==> config.mk <==
export PLATFORM = sky130hd
export DESIGN_NAME = router_pkt_reader
export DESIGN_NICKNAME = d
export VERILOG_FILES = /design/src/rtl/router_pkg.sv /design/src/rtl/router_skid_buf2.sv /design/src/rtl/router_pkt_reader.sv
export SDC_FILE = /design/constraint.sdc
export NUM_CORES = 1
export LEC_CHECK = 0
export ABC_AREA = 1
export ABC_CLOCK_PERIOD_IN_PS = 3100
export CAP_MARGIN = 10
export CORE_MARGIN = 2
export CORE_UTILIZATION = 58
export CTS_CLUSTER_DIAMETER = 200
export DETAILED_ROUTE_END_ITERATION = 8
export PLACE_DENSITY = 0.83
export SYNTH_ARGS = -nofsm -noshare
export SYNTH_HDL_FRONTEND = slang
export SYNTH_SLANG_ARGS = --single-unit
==> constraint.sdc <==
create_clock -name clk -period 3.1 [get_ports clk]
set_input_delay 0.93 -clock clk [delete_from_list [all_inputs] [get_ports clk]]
set_output_delay 0.93 -clock clk [all_outputs]
set_load 0.005 [all_outputs]
==> src/rtl/router_pkg.sv <==
// Shared constants, header field layout and reader state encoding for the
// 1x3 router destination-side logic.
package router_pkg;
    localparam int ROUTER_DATA_W = 8;
    localparam int ROUTER_LEN_W  = 6;

    // Header layout: {len[7:2], addr[1:0]}
    localparam int HDR_ADDR_LSB = 0;
    localparam int HDR_ADDR_W   = 2;
    localparam int HDR_LEN_LSB  = 2;

    localparam logic [HDR_ADDR_W-1:0] PORT0_ADDR = 2'b00;
    localparam logic [HDR_ADDR_W-1:0] PORT1_ADDR = 2'b01;
    localparam logic [HDR_ADDR_W-1:0] PORT2_ADDR = 2'b10;

    typedef enum logic [1:0] {
        IDLE     = 2'd0,
        HDR_WAIT = 2'd1,
        BODY     = 2'd2
    } rd_state_t;
endpackage

==> src/rtl/router_skid_buf2.sv <==
// Two-entry output buffer between the FIFO reader and the ready/valid sink.
// Exposes its occupancy so the reader can budget FIFO reads against it.
module router_skid_buf2 #(
    parameter int W = 10
) (
    input  logic         clk,
    input  logic         resetn,
    input  logic         flush,
    input  logic         push,
    input  logic [W-1:0] push_data,
    input  logic         pop,
    output logic [W-1:0] head,
    output logic         valid,
    output logic [1:0]   occ
);
    logic [W-1:0] mem [2];
    logic         wr_ptr;
    logic         rd_ptr;

    // Storage: pointers are reset/flushed, so stale contents are never visible.
    always_ff @(posedge clk) begin
        if (push) mem[wr_ptr] <= push_data;
    end

    // Pointer and occupancy bookkeeping; flush empties the buffer outright.
    always_ff @(posedge clk) begin
        if (!resetn || flush) begin
            wr_ptr <= 1'b0;
            rd_ptr <= 1'b0;
            occ    <= 2'd0;
        end else begin
            if (push) wr_ptr <= ~wr_ptr;
            if (pop)  rd_ptr <= ~rd_ptr;
            occ <= occ + {1'b0, push} - {1'b0, pop};
        end
    end

    assign valid = (occ != 2'd0);
    assign head  = valid ? mem[rd_ptr] : '0;
endmodule

==> src/rtl/router_pkt_reader.sv <==
// Destination-side packet reader for one router output port.
// Pops the port FIFO whenever downstream space allows, forwards header and
// payload bytes with sop/eop marks, and checks parity and destination address.
// Optional statistics counters: define ROUTER_PKT_READER_STATS_EN.
module router_pkt_reader
    import router_pkg::*;
#(
    parameter int              DATA_W    = ROUTER_DATA_W,
    parameter int              LEN_W     = ROUTER_LEN_W,
    parameter logic [1:0]      PORT_ADDR = PORT0_ADDR
) (
    input  logic              clk,
    input  logic              resetn,
    input  logic              vld_out,
    input  logic [DATA_W-1:0] fifo_dout,
    input  logic              soft_reset,
    output logic              read_en,
    output logic [DATA_W-1:0] out_data,
    output logic              out_valid,
    input  logic              out_ready,
    output logic              out_sop,
    output logic              out_eop,
    output logic              pkt_done,
    output logic              parity_err,
    output logic              addr_err,
    output logic              pkt_abort
`ifdef ROUTER_PKT_READER_STATS_EN
    ,
    output logic [15:0]       pkt_cnt,
    output logic [15:0]       perr_cnt,
    output logic [15:0]       abort_cnt
`endif
);
    rd_state_t         state;
    logic [LEN_W-1:0]  rem_rd;     // payload reads still to issue
    logic              par_rd;     // parity read already issued
    logic              infl;       // a read is returning data this cycle
    logic              infl_par;   // ...and it is the parity byte
    logic              infl_last;  // ...and it is the last payload byte
    logic [DATA_W-1:0] chk;        // running XOR of header and payload
    logic              addr_mis;
    logic [1:0]        occ;
    logic              credit;
    logic              cap, hdr_cap, pay_cap, par_cap;
    logic              buf_push, buf_pop, push_eop;
    logic [LEN_W-1:0]  hdr_len;
    logic [DATA_W+1:0] head;

    assign hdr_len = fifo_dout[HDR_LEN_LSB +: LEN_W];
    // Every forwarded byte must already have a buffer slot when it is read.
    assign credit  = ({1'b0, occ} + {2'b0, infl}) < 3'd2;
    // soft_reset discards whatever the FIFO returns in the same cycle.
    assign cap     = infl && !soft_reset;
    assign hdr_cap = cap && (state == HDR_WAIT);
    assign pay_cap = cap && (state == BODY) && !infl_par;
    assign par_cap = cap && (state == BODY) && infl_par;

    // Read issue: headers and payload need a buffer credit, parity does not.
    always_comb begin
        read_en = 1'b0;
        if (resetn && !soft_reset && vld_out) begin
            case (state)
                IDLE:    read_en = credit;
                BODY:    if (!par_rd) read_en = (rem_rd != '0) ? credit : 1'b1;
                default: read_en = 1'b0;
            endcase
        end
    end

    // Status pulses are flagged in the capture cycle itself so the FSM is
    // back in IDLE, and can read the next header, on the very next cycle.
    assign pkt_done   = par_cap;
    assign parity_err = par_cap && ((chk ^ fifo_dout) != '0);
    assign addr_err   = par_cap && addr_mis;
    assign pkt_abort  = resetn && soft_reset && (state != IDLE);

    assign buf_push = hdr_cap || pay_cap;
    assign push_eop = hdr_cap ? (hdr_len == '0) : infl_last;
    assign buf_pop  = out_valid && out_ready;

    router_skid_buf2 #(.W(DATA_W + 2)) u_buf (
        .clk       (clk),
        .resetn    (resetn),
        .flush     (soft_reset),
        .push      (buf_push),
        .push_data ({fifo_dout, hdr_cap, push_eop}),
        .pop       (buf_pop),
        .head      (head),
        .valid     (out_valid),
        .occ       (occ)
    );

    assign out_data = head[DATA_W+1:2];
    assign out_sop  = head[1];
    assign out_eop  = head[0];

    // Packet parser FSM: header, payload countdown, single parity read.
    always_ff @(posedge clk) begin
        if (!resetn) begin
            state     <= IDLE;
            rem_rd    <= '0;
            par_rd    <= 1'b0;
            infl      <= 1'b0;
            infl_par  <= 1'b0;
            infl_last <= 1'b0;
            chk       <= '0;
            addr_mis  <= 1'b0;
        end else if (soft_reset) begin
            state  <= IDLE;
            rem_rd <= '0;
            par_rd <= 1'b0;
            infl   <= 1'b0;
        end else begin
            infl <= read_en;
            if (read_en) begin
                infl_par  <= (state == BODY) && (rem_rd == '0);
                infl_last <= (state == BODY) && (rem_rd == LEN_W'(1));
            end
            case (state)
                IDLE: if (read_en) state <= HDR_WAIT;
                HDR_WAIT: if (hdr_cap) begin
                    state    <= BODY;
                    rem_rd   <= hdr_len;
                    par_rd   <= 1'b0;
                    chk      <= fifo_dout;
                    addr_mis <= (fifo_dout[HDR_ADDR_LSB +: HDR_ADDR_W] != PORT_ADDR);
                end
                BODY: begin
                    if (read_en) begin
                        if (rem_rd != '0) rem_rd <= rem_rd - 1'b1;
                        else              par_rd <= 1'b1;
                    end
                    if (pay_cap) chk <= chk ^ fifo_dout;
                    if (par_cap) state <= IDLE;
                end
                default: state <= IDLE;
            endcase
        end
    end

`ifdef ROUTER_PKT_READER_STATS_EN
    // Saturating event counters, cleared only by resetn.
    always_ff @(posedge clk) begin
        if (!resetn) begin
            pkt_cnt   <= '0;
            perr_cnt  <= '0;
            abort_cnt <= '0;
        end else begin
            if (pkt_done && pkt_cnt != 16'hFFFF)                 pkt_cnt   <= pkt_cnt + 16'd1;
            if (pkt_done && parity_err && perr_cnt != 16'hFFFF)  perr_cnt  <= perr_cnt + 16'd1;
            if (pkt_abort && abort_cnt != 16'hFFFF)              abort_cnt <= abort_cnt + 16'd1;
        end
    end
`endif
endmodule
==> results of run 1 <==
## final cells by class
cell class              count  area, µm²
repair buffers             50        439
clock buffers               6       72.6
flip-flops and latches     46       1120
inverters                  33        124
clock inverters             2       37.5
well taps                  48       60.1
multi-input cells         184       1000
fillers                   228        805
## sequential cells by signal, indices dropped and copies added, names as in the netlist, named ones only
register	count
u_buf.occ	2
infl	1
u_buf.rd_ptr	1
addr_mis	1
state	2
infl_last	1
rem_rd	6
infl_par	1
par_rd	1
u_buf.wr_ptr	1
chk	8
u_buf.mem	20
## timing repair
item | in CTS | in global routing
pin swaps | 4 | 2
gates cloned | 0 | 0
endpoints found under the hold margin | 0 | 0
buffers inserted | 1 | 1
resized for setup | 12 | 12
setup endpoints to repair | 5 | 2
## Yosys cell counts (2+ instances only)
master    number  share of area
nand2_1       69           0.12
inv_1         31          0.053
nor2_1        31          0.053
dfxtp_1       26           0.24
a21oi_1       23          0.052
edfxtp_1      20           0.27
o21ai_0       14          0.032
xor2_1         8          0.032
nand3_1        7          0.016
a31oi_1        6          0.017
ha_1           5          0.028
nor3_1         5          0.011
clkbuf_1       3         0.0051
nand2_2        3         0.0085
xnor2_1        3          0.012
buf_1          2         0.0034
nor4_1         2         0.0057
## worst min-delay path by stage
stage / from / end / slack [ns] / cells after the start
6_report: par_rd / par_rd / 0.47 / 2
5_1_grt: addr_mis / addr_mis / 0.49 / 2
4_1_cts: u_buf.rd_ptr / u_buf.rd_ptr / 0.47 / 1
3_5_place_dp: u_buf.rd_ptr / u_buf.rd_ptr / 0.45 / 1
3_3_place_gp: u_buf.rd_ptr / u_buf.rd_ptr / 0.44 / 1
2_1_floorplan: infl_last / infl_last / 0.42 / 2
## critical path: stages
cell and delay, ns:
clkdlybuf4s50_1 0.54, xnor2_2 0.14, nand2_1 0.09, nor3_2 0.24, a21oi_4 0.09, clkbuf_2 0.12
## per-layer routing
layer  vias up  routed length [µm]  GRT usage
li1        968                   -          -
met1       902                2100      0.300
met2        90                2570      0.442
met3        15                 367     0.0582
met4         0                 137     0.0964
met5         -                   0          0
## cell families after synthesis
group / Yosys count
adder cells (fa/ha/maj): 5
buffers and inverters: 40
AO/OA/AOI/OAI: 45
XOR/XNOR: 11
flip-flops: 46
AND/OR/NAND/NOR: 123
## per-stage QoR
step / area, µm² / setup slack, ns
final: 2860 / 0.0143
after global routing: 2860 / -0.0730
after CTS: 2810 / -0.135
after detailed placement: 2660 / -0.368
after global placement: 2660 / -0.362
after floorplan: 2210 / 0.579
## power by group through the flow
stage / Clock [mW] / Sequential, mW / Combinational, mW
floorplan: 0 / 0.649 / 0.0324
global placement: 0 / 0.649 / 0.0761
detailed placement: 0 / 0.649 / 0.0785
CTS: 0.447 / 0.635 / 0.0808
global route: 0.470 / 0.635 / 0.0924
finish: 0.448 / 0.635 / 0.0857
==> key figures, run 1 <==
Placed design
  – Hpwl dp: 3.59 mm
  – Placed instance count: 359
  – PortBufs: 28
  – GP Congestion: 0.834

Drt
  – # DRC: 0
  – DRT Wirelength: 5.17 mm
  – Via count: 1975
  – DR pass1 iterations: 4
  – Initial drt markers: 103
  – Wirelength per Cell: 14.0 µm
  – Post-DRT Antenna Nets: 0
  – Avg Vias per Cell: 5.35

GRT
  – Pin count of the biggest net entering global routing: 20
  – GRT Total Usage: 0.253
  – Number of global-route vias before repair: 1816
  – Global-route wire length before repair: 8.24 mm
  – Remaining global-route overflow: 0
  – Initial antenna violation count: 0

Power and ir drop
  – Switching share of power: 0.218
  – Gate power share: 0.073
  – Sequential Power Share: 0.543
  – Leak: 1.24 nW
  – Pint: 0.914 mW
  – Power per cell area: 409 mW/mm²
  – Switching pwr: 0.255 mW
  – Tot Pwr: 1.17 mW
  – Maximum VDD drop: 0.315 mV
  – Clock power share: 0.383

Setup path
  – Worst r2r src: u_buf.occ[0]
  – Arrival @ worst endpoint: 2.16 ns
  – Worst Setup SP: fifo_dout[1]
  – Largest fanout on the critical path: 2
  – Worst Reg-to-Reg Cells: 9
  – Setup crit end: parity_err
  – WP data required: 2.17 ns
  – Register-to-register path setup slack: 0.92 ns
  – Crit start category: primary input
  – Reg2reg end: u_buf.occ[1]
  – Setup crit end kind: output port
  – CP Class: in2out

Timing
  – Crit share post-route: 0.995
  – Worst hold margin: 0.467 ns
  – Fmax: 0.324 GHz
  – Final Setup Violations: 0
  – Crit path time final: 3.09 ns
  – Fin. Hold Viols: 0
  – Worst-Margin Slew: 0.672 ns
  – Max-slew violations: 0
  – Worst slew margin: 0.550
  – Setup TNS: 0 ns
  – Skew final: 0.00815 ns

Layout
  – Most common cell after layout, fill and taps aside: nand2_1
  – Layout cells sized above 1: 0.159
  – Final #Nets: 338
  – Ant diodes: 0
  – Final Non-Filler Cells: 369
  – Area Overhead vs Synth: 29.3%
  – Layout Utilization: 0.780
  – Most frequent cells in the layout: nand2_1 (68), nor2_1 (30), inv_1 (30), dfxtp_1 (26)

Clocking
  – H-tree levels: 2
  – Clock Sinks: 46
  – Longest Clk Path Bufs: 2
  – CTS tree: yes
  – Clk slew on worst S/H paths: 0.09 ns
  – Total CTS buffers: 5
  – CTS root buf: clkbuf_8
  – Later-pin clock latency in the skew report: 0.30 ns
  – Hold_buf cts: 0

Yosys
  – Asr flop ratio synth: 0
  – Avg Cell Area, Syn: 8.18 µm²
  – Post-synth cell types: 29
  – Post-Synth XOR/XNOR Area: 0.0436
  – Cells after Synth: 270
  – Syn. warnings: 0
  – Sequential area share after synthesis: 0.508
  – Synth Flop Type: dfxtp_1
  – Synth Net Count: 288
  – Seq cells post-synth: 46
  – Mux contribution to synthesized area: 0
  – EDFF count, synth: 20
  – Synth Area in Simple Gates: 0.240
  – Largest family of logic cells by synthesized area: simple AND/OR/NAND/NOR gates
  – Syn Std Cell Area: 0.00221 mm²
  – Complex-gate fraction of the synthesized area: 0.108
  – Post-Synth Adder-Cell Area: 0.0283

Floorplan
  – Die X-Extent: 65.7 µm
  – Die Y: 65.7 µm
  – # IOs: 29
  – Initial core utilization: 0.603
  – Die area: 0.00432 mm²
  – CORE AREA: 0.00366 mm²
  – Row cnt: 22

Min path
  – Worst hold path type: reg2reg

Flow run
  – Max-cap viol count: 0

Status
  – Status: completed
Note: power is estimated with default switching activity, not from simulation.
==> run 2, diff against run 1 <==
- SETUP_SLACK_MARGIN: not set -> 0.4
==> run 2 against run 1 <==
Net effect:
- sequential power about the same
- total power is 1.9% higher
- largest power group unchanged
- clock-buffer cell count unchanged
- clock skew increased by 0.0025 ns
- wire length grew 25%
- worst hold slack improved by 0.0012 ns
- critical path type unchanged
- die area is the same
- clock power rose by 3%
- design area grew 2.6%
- fmax is 9.7% higher
- critical path depth did not move
==> key figures, run 2 (synthesis gave the netlist of run 1 again) <==
Setup path
  – Arrival @ worst endpoint: 1.88 ns (-0.28 ns)
  – Max incr delay on CP: 0.22 ns (-0.32 ns)
  – Setup crit end kind: output port
  – WP data required: 2.17 ns (about the same)
  – Worst r2r src: u_buf.occ[0]
  – Slowest-stage cell, CP: clkdlybuf4s15_2
  – Crit start category: primary input
  – Critical path, cell by cell: clkdlybuf4s15_2, xnor2_2, nand2_2, nor3_4, a21oi_4, buf_2
  – CP Class: in2out
  – Worst Setup SP: fifo_dout[0]
  – Largest fanout on the critical path: 2 (unchanged)
  – Buf/Inv on CP: 2 (unchanged)
  – Worst path top cell family by delay: buffers and inverters

Floorplan
  – Die X-Extent: 65.7 µm (unchanged)
  – CORE AREA: 0.00366 mm² (unchanged)
  – # IOs: 29 (unchanged)
  – Die Y: 65.7 µm (unchanged)
  – Initial core utilization: 0.603 (unchanged)
  – Row cnt: 22 (unchanged)
  – Die area: 0.00432 mm² (unchanged)

Timing
  – Crit share post-route: 0.907 (-0.0881)
  – Skew final: 0.0106 ns (+0.00245 ns)
  – Worst slew margin: 0.678 (+0.128)
  – Crit path time final: 2.81 ns (-0.273 ns)
  – Fmax: 0.356 GHz (+9.7%)
  – Fin. Hold Viols: 0 (unchanged)
  – Worst-Margin Slew: 0.483 ns (-0.189 ns)
  – Setup TNS: 0 ns (unchanged)
  – Max-slew violations: 0 (unchanged)
  – RSZ-0062 raised after global routing: true
  – Final Setup Violations: 0 (unchanged)

Clocking
  – Later-pin clock latency in the skew report: 0.31 ns (about the same)
  – CTS tree: yes
  – Clock Sinks: 46 (unchanged)
  – Total CTS buffers: 5 (unchanged)
  – H-tree levels: 2 (unchanged)
  – CTS root buf: clkbuf_8
  – Clk slew on worst S/H paths: 0.09 ns (about the same)
  – Longest Clk Path Bufs: 2 (unchanged)

Drt
  – DRT Wirelength: 6.49 mm (+25%)
  – Post-DRT Antenna Nets: 0 (unchanged)
  – Wirelength per Cell: 17.4 µm (+24%)
  – DR pass1 iterations: 5 (+1)
  – Initial drt markers: 201 (+95%)
  – Avg Vias per Cell: 5.70 (+6.5%)
  – # DRC: 0 (unchanged)
  – Via count: 2127 (+7.7%)

Power and ir drop
  – Maximum VDD drop: 0.641 mV (+100%)
  – Leak: 1.28 nW (+2.7%)
  – Power per cell area: 406 mW/mm² (-0.73%)

Placed design
  – PortBufs: 28 (unchanged)
  – Hpwl dp: 3.59 mm (unchanged)
  – Placed instance count: 359 (unchanged)
  – GP Congestion: 0.834 (unchanged)

Layout
  – Max reg flops: 20 (unchanged)
  – Final Non-Filler Cells: 373 (+1.1%)
  – Ant diodes: 0 (unchanged)
  – Area of the multi-input gates: 0.00107 mm² (+7.1%)
  – Area Overhead vs Synth: 32.7%
  – Fill cells: 204 (-11%)
  – Final #Nets: 342 (+1.2%)
  – Registers with the most flip-flops: u_buf.mem (20), chk (8), rem_rd (6)
  – Register Area: 0.00112 mm² (+0.11%)
  – Most frequent cells in the layout: nand2_1 (67), nor2_1 (28), inv_1 (27), dfxtp_1 (25), buf_4 (24)
  – Layout cells sized above 1: 0.243 (+0.0842)
  – Biggest register: u_buf.mem
  – Most common cell after layout, fill and taps aside: nand2_1

GRT
  – Remaining global-route overflow: 0 (unchanged)
  – Pin count of the biggest net entering global routing: 20 (unchanged)
  – Number of global-route vias before repair: 1972 (+8.6%)
  – Global-route wire length before repair: 9.20 mm (+12%)
  – GRT Total Usage: 0.285 (+0.0324)
  – Initial antenna violation count: 0 (unchanged)

Min path
  – Min-Delay Startpoint: par_rd
  – Worst hold path type: reg2reg

Flow run
  – Max-cap viol count: 0 (unchanged)

Status
  – Status: completed
==> run 2: path summary, 6_finish.rpt <==
check / endpoint / slack, ns / cells past startpoint
worst max register to register: u_buf.occ[1] / 0.92 / 9
worst max-delay path: parity_err / 0.29 / 6
worst min register to register: par_rd / 0.47 / 2
worst min-delay path: par_rd / 0.47 / 2
==> run 2: power breakdown <==
part | internal, mW | total [mW] | switching [mW]
Clock | 0.241 | 0.460 | 0.219
Sequential | 0.633 | 0.635 | 0.00241
Combinational | 0.0405 | 0.0951 | 0.0546
Total | 0.914 | 1.19 | 0.276
==> run 2: per-layer routing <==
| layer | vias up | wire (µm) | track usage |
|---|---|---|---|
| li1 | 971 | - | - |
| met1 | 956 | 2430 | 0.339 |
| met2 | 152 | 3040 | 0.486 |
| met3 | 48 | 514 | 0.0616 |
| met4 | 0 | 504 | 0.141 |
| met5 | - | 0 | 0 |
==> run 2: cell type report <==
cell class / instances / area share
Sequential cell: 46 / 0.383
Multi-Input combinational cell: 184 / 0.366
Timing Repair Buffer: 54 / 0.150
Inverter: 33 / 0.0427
Clock buffer: 6 / 0.0248
Tap cell: 48 / 0.0205
Clock inverter: 2 / 0.0128
==> run 2: through the flow <==
stage | power (mW) | hold WS, ns | setup WS [ns] | utilization | instance area [µm²]
6_report | 1.19 | 0.468 | 0.288 | 0.801 | 2930
5_1_grt | 1.22 | 0.494 | 0.264 | 0.801 | 2930
4_1_cts | 1.17 | 0.465 | 0.313 | 0.786 | 2880
3_5_place_dp | 0.727 | 0.448 | -0.368 | 0.727 | 2660
3_3_place_gp | 0.725 | 0.438 | -0.362 | 0.727 | 2660
2_1_floorplan | 0.681 | 0.425 | 0.579 | - | 2210
==> run 2: timing repair <==
item / in CTS / in global routing
hold endpoints to repair: 0 / 0
setup buffers: 3 / 3
endpoints found under the setup margin: 16 / 14
hold buffers: 0 / 0
resized for setup: 66 / 20
pin swaps: 12 / 7
==> run 2: tightest hold or removal path, delay by kind of cell (launching register included) <==
family / cells / cell delay (ns)
flip-flops: 1 / 0.32
AO/OA/AOI/OAI: 1 / 0.06
AND/OR/NAND/NOR: 1 / 0.06
==> run 3, diff against run 2 <==
==> constraint.sdc (replaced) <==
create_clock -name clk -period 3.1 [get_ports clk]
set_input_delay 0.93 -clock clk [delete_from_list [all_inputs] [get_ports clk]]
set_output_delay 0.93 -clock clk [all_outputs]
set_load 0.02 [all_outputs]
==> run 3 against run 2 <==
Net effect:
- flip-flop and latch count stayed put
- combinational power down 4.8%
- setup slack improved by 0.093 ns
- fmax increased by 3.4%
- total power grew 6.3%
- sequential power is essentially flat
- critical path depth decreased by 1
- first-iteration DRC count is 15% lower
- design area is 1.1% higher
- critical endpoint unchanged
- largest power group unchanged
==> key figures, run 3 (synthesis gave the netlist of run 1 again) <==
Drt
  – Post-DRT Antenna Nets: 0 (unchanged)
  – Avg Vias per Cell: 5.46 (-4.3%)
  – Initial drt markers: 170 (-15%)
  – # DRC: 0 (unchanged)
  – Wirelength per Cell: 14.4 µm (-17%)
  – DR pass1 iterations: 5 (unchanged)
  – Via count: 2024 (-4.8%)
  – DRT Wirelength: 5.33 mm (-18%)

Placed design
  – Hpwl dp: 3.53 mm (-1.6%)
  – Area after DPL: 0.00270 mm² (+1.4%)
  – PortBufs: 28 (unchanged)
  – GP Congestion: 0.849 (+1.8%)

Floorplan
  – Row cnt: 22 (unchanged)
  – Die Y: 65.7 µm (unchanged)
  – Die X-Extent: 65.7 µm (unchanged)
  – # IOs: 29 (unchanged)
  – CORE AREA: 0.00366 mm² (unchanged)
  – Initial core utilization: 0.603 (unchanged)
  – Die area: 0.00432 mm² (unchanged)

Setup path
  – Register-to-register path setup slack: 1.19 ns (+0.27 ns)
  – Worst Setup SP: fifo_dout[5]
  – WP data required: 2.17 ns (about the same)
  – Reg2reg end: u_buf.mem[1][3]
  – Worst Reg-to-Reg Cells: 9 (unchanged)
  – Setup crit end: parity_err
  – CP Class: in2out
  – Setup crit end kind: output port
  – Arrival @ worst endpoint: 1.79 ns (-0.09 ns)
  – Crit start category: primary input
  – Worst r2r src: infl
  – Largest fanout on the critical path: 2 (unchanged)

Power and ir drop
  – Maximum VDD drop: 0.286 mV (-55%)
  – Leak: 1.41 nW (+11%)
  – Power per cell area: 427 mW/mm² (+5.2%)

GRT
  – Global-route wire length before repair: 8.27 mm (-10%)
  – Pin count of the biggest net entering global routing: 20 (unchanged)
  – Number of global-route vias before repair: 1830 (-7.2%)
  – GRT Total Usage: 0.252 (-0.0337)
  – Initial antenna violation count: 1 (+1)
  – Remaining global-route overflow: 0 (unchanged)

Timing
  – Max-slew violations: 0 (unchanged)
  – Worst-Margin Slew: 0.283 ns (-0.200 ns)
  – Skew final: 0.00351 ns (-0.00710 ns)
  – Crit path time final: 2.72 ns (-0.0926 ns)
  – Fin. Hold Viols: 0 (unchanged)
  – RSZ-0062 raised after global routing: true
  – Setup TNS: 0 ns (unchanged)
  – Final Setup Violations: 0 (unchanged)
  – Crit share post-route: 0.877 (-0.0299)
  – Worst slew margin: 0.811 (+0.133)
  – Fmax: 0.368 GHz (+3.4%)

Min path
  – Hold path cells: 1 (-1)
  – Worst hold path type: reg2reg

Layout
  – Registers with the most flip-flops: u_buf.mem (20), chk (8), rem_rd (6)
  – Final #Nets: 340 (-0.58%)
  – Max reg flops: 20 (unchanged)
  – Most frequent cells in the layout: nand2_1 (67), nor2_1 (28), inv_1 (27), dfxtp_1 (26), buf_4 (24)
  – Most common cell after layout, fill and taps aside: nand2_1
  – Layout cells sized above 1: 0.238 (-0.00469)
  – Ant diodes: 0 (unchanged)
  – Biggest register: u_buf.mem
  – Area Overhead vs Synth: 34.2%
  – Post-route cell area: 0.00296 mm² (+1.1%)

Clocking
  – Later-pin clock latency in the skew report: 0.30 ns (about the same)
  – CTS root buf: clkbuf_8
  – Total CTS buffers: 5 (unchanged)
  – Clk slew on worst S/H paths: 0.08 ns (about the same)
  – Clock Sinks: 46 (unchanged)
  – Longest Clk Path Bufs: 2 (unchanged)
  – H-tree levels: 2 (unchanged)
  – CTS tree: yes

Flow run
  – Max-cap viol count: 0 (unchanged)

Status
  – Status: completed
-- run 3: changes by cell type in the layout (fill, tap and decap cells not counted), moves of 2 or more --
cell             change
buf_2                -4
clkbuf_2             +4
clkdlybuf4s15_2      -3
clkdlybuf4s50_1      -7
dlymetal6s2s_1       +7
nor2_2               -2
nor2_4               +2
-- run 3: how the worst min path moves through the flow --
stage | startpoint | to | slack (ns)
floorplan | infl_last | infl_last | 0.42
global placement | infl_last | infl_last | 0.43
detailed placement | u_buf.rd_ptr | flop | 0.45
CTS | u_buf.rd_ptr | flop | 0.46
global route | infl_last | infl_last | 0.48
finish | u_buf.rd_ptr | u_buf.rd_ptr | 0.46
-- run 3: area by class of cell --
type,instances,area (µm²)
inverter,33,125
timing repair buffer,52,435
fill,206,698
sequential,46,1120
multi-input combinational,184,1080
clock inverter,2,60.1
clock buffer,6,82.6
tap,48,60.1
-- run 3: timing repair --
action / 4_1_cts / 5_1_grt
setup buffers: 3 / 0
gates resized for setup: 61 / 29
hold endpoints to repair: 0 / 0
hold buffers: 0 / 0
setup endpoints to repair: 16 / 11
pin swaps: 11 / 9
-- run 3: routing by layer --
| metal | vias to the layer above | track usage | part of all wire |
|---|---|---|---|
| met2 | 101 | 0.453 | 0.51 |
| met3 | 13 | 0.0565 | 0.070 |
| met5 | - | 0 | 0.0024 |
| li1 | 967 | - | - |
| met4 | 2 | 0.0365 | 0.018 |
| met1 | 941 | 0.313 | 0.40 |
-- run 3: worst max-delay path, stage by stage --
cell	delay, ns
buf_6	0.11
xor2_4	0.19
nor4_4	0.33
a21oi_4	0.10
buf_6	0.14
-- run 3: stage by stage --
step	cells	util	hold WS [ns]	power, mW	worst slack, ns
4_1_cts	371	0.799	0.459	1.26	0.247
6_report	371	0.809	0.459	1.27	0.380
3_3_place_gp	360	0.737	0.435	0.727	-0.477
2_1_floorplan	270	-	0.425	0.683	0.393
5_1_grt	371	0.809	0.485	1.30	0.354
3_5_place_dp	360	0.737	0.446	0.729	-0.478
-- run 3: where the power goes --
group / total (mW) / internal [mW] / leakage (nW) / switching, mW
sequential: 0.635 / 0.633 / 0.395 / 0.00210
clock: 0.540 / 0.344 / 0.0714 / 0.196
combinational: 0.0905 / 0.0395 / 0.947 / 0.0511
total: 1.27 / 1.02 / 1.41 / 0.250
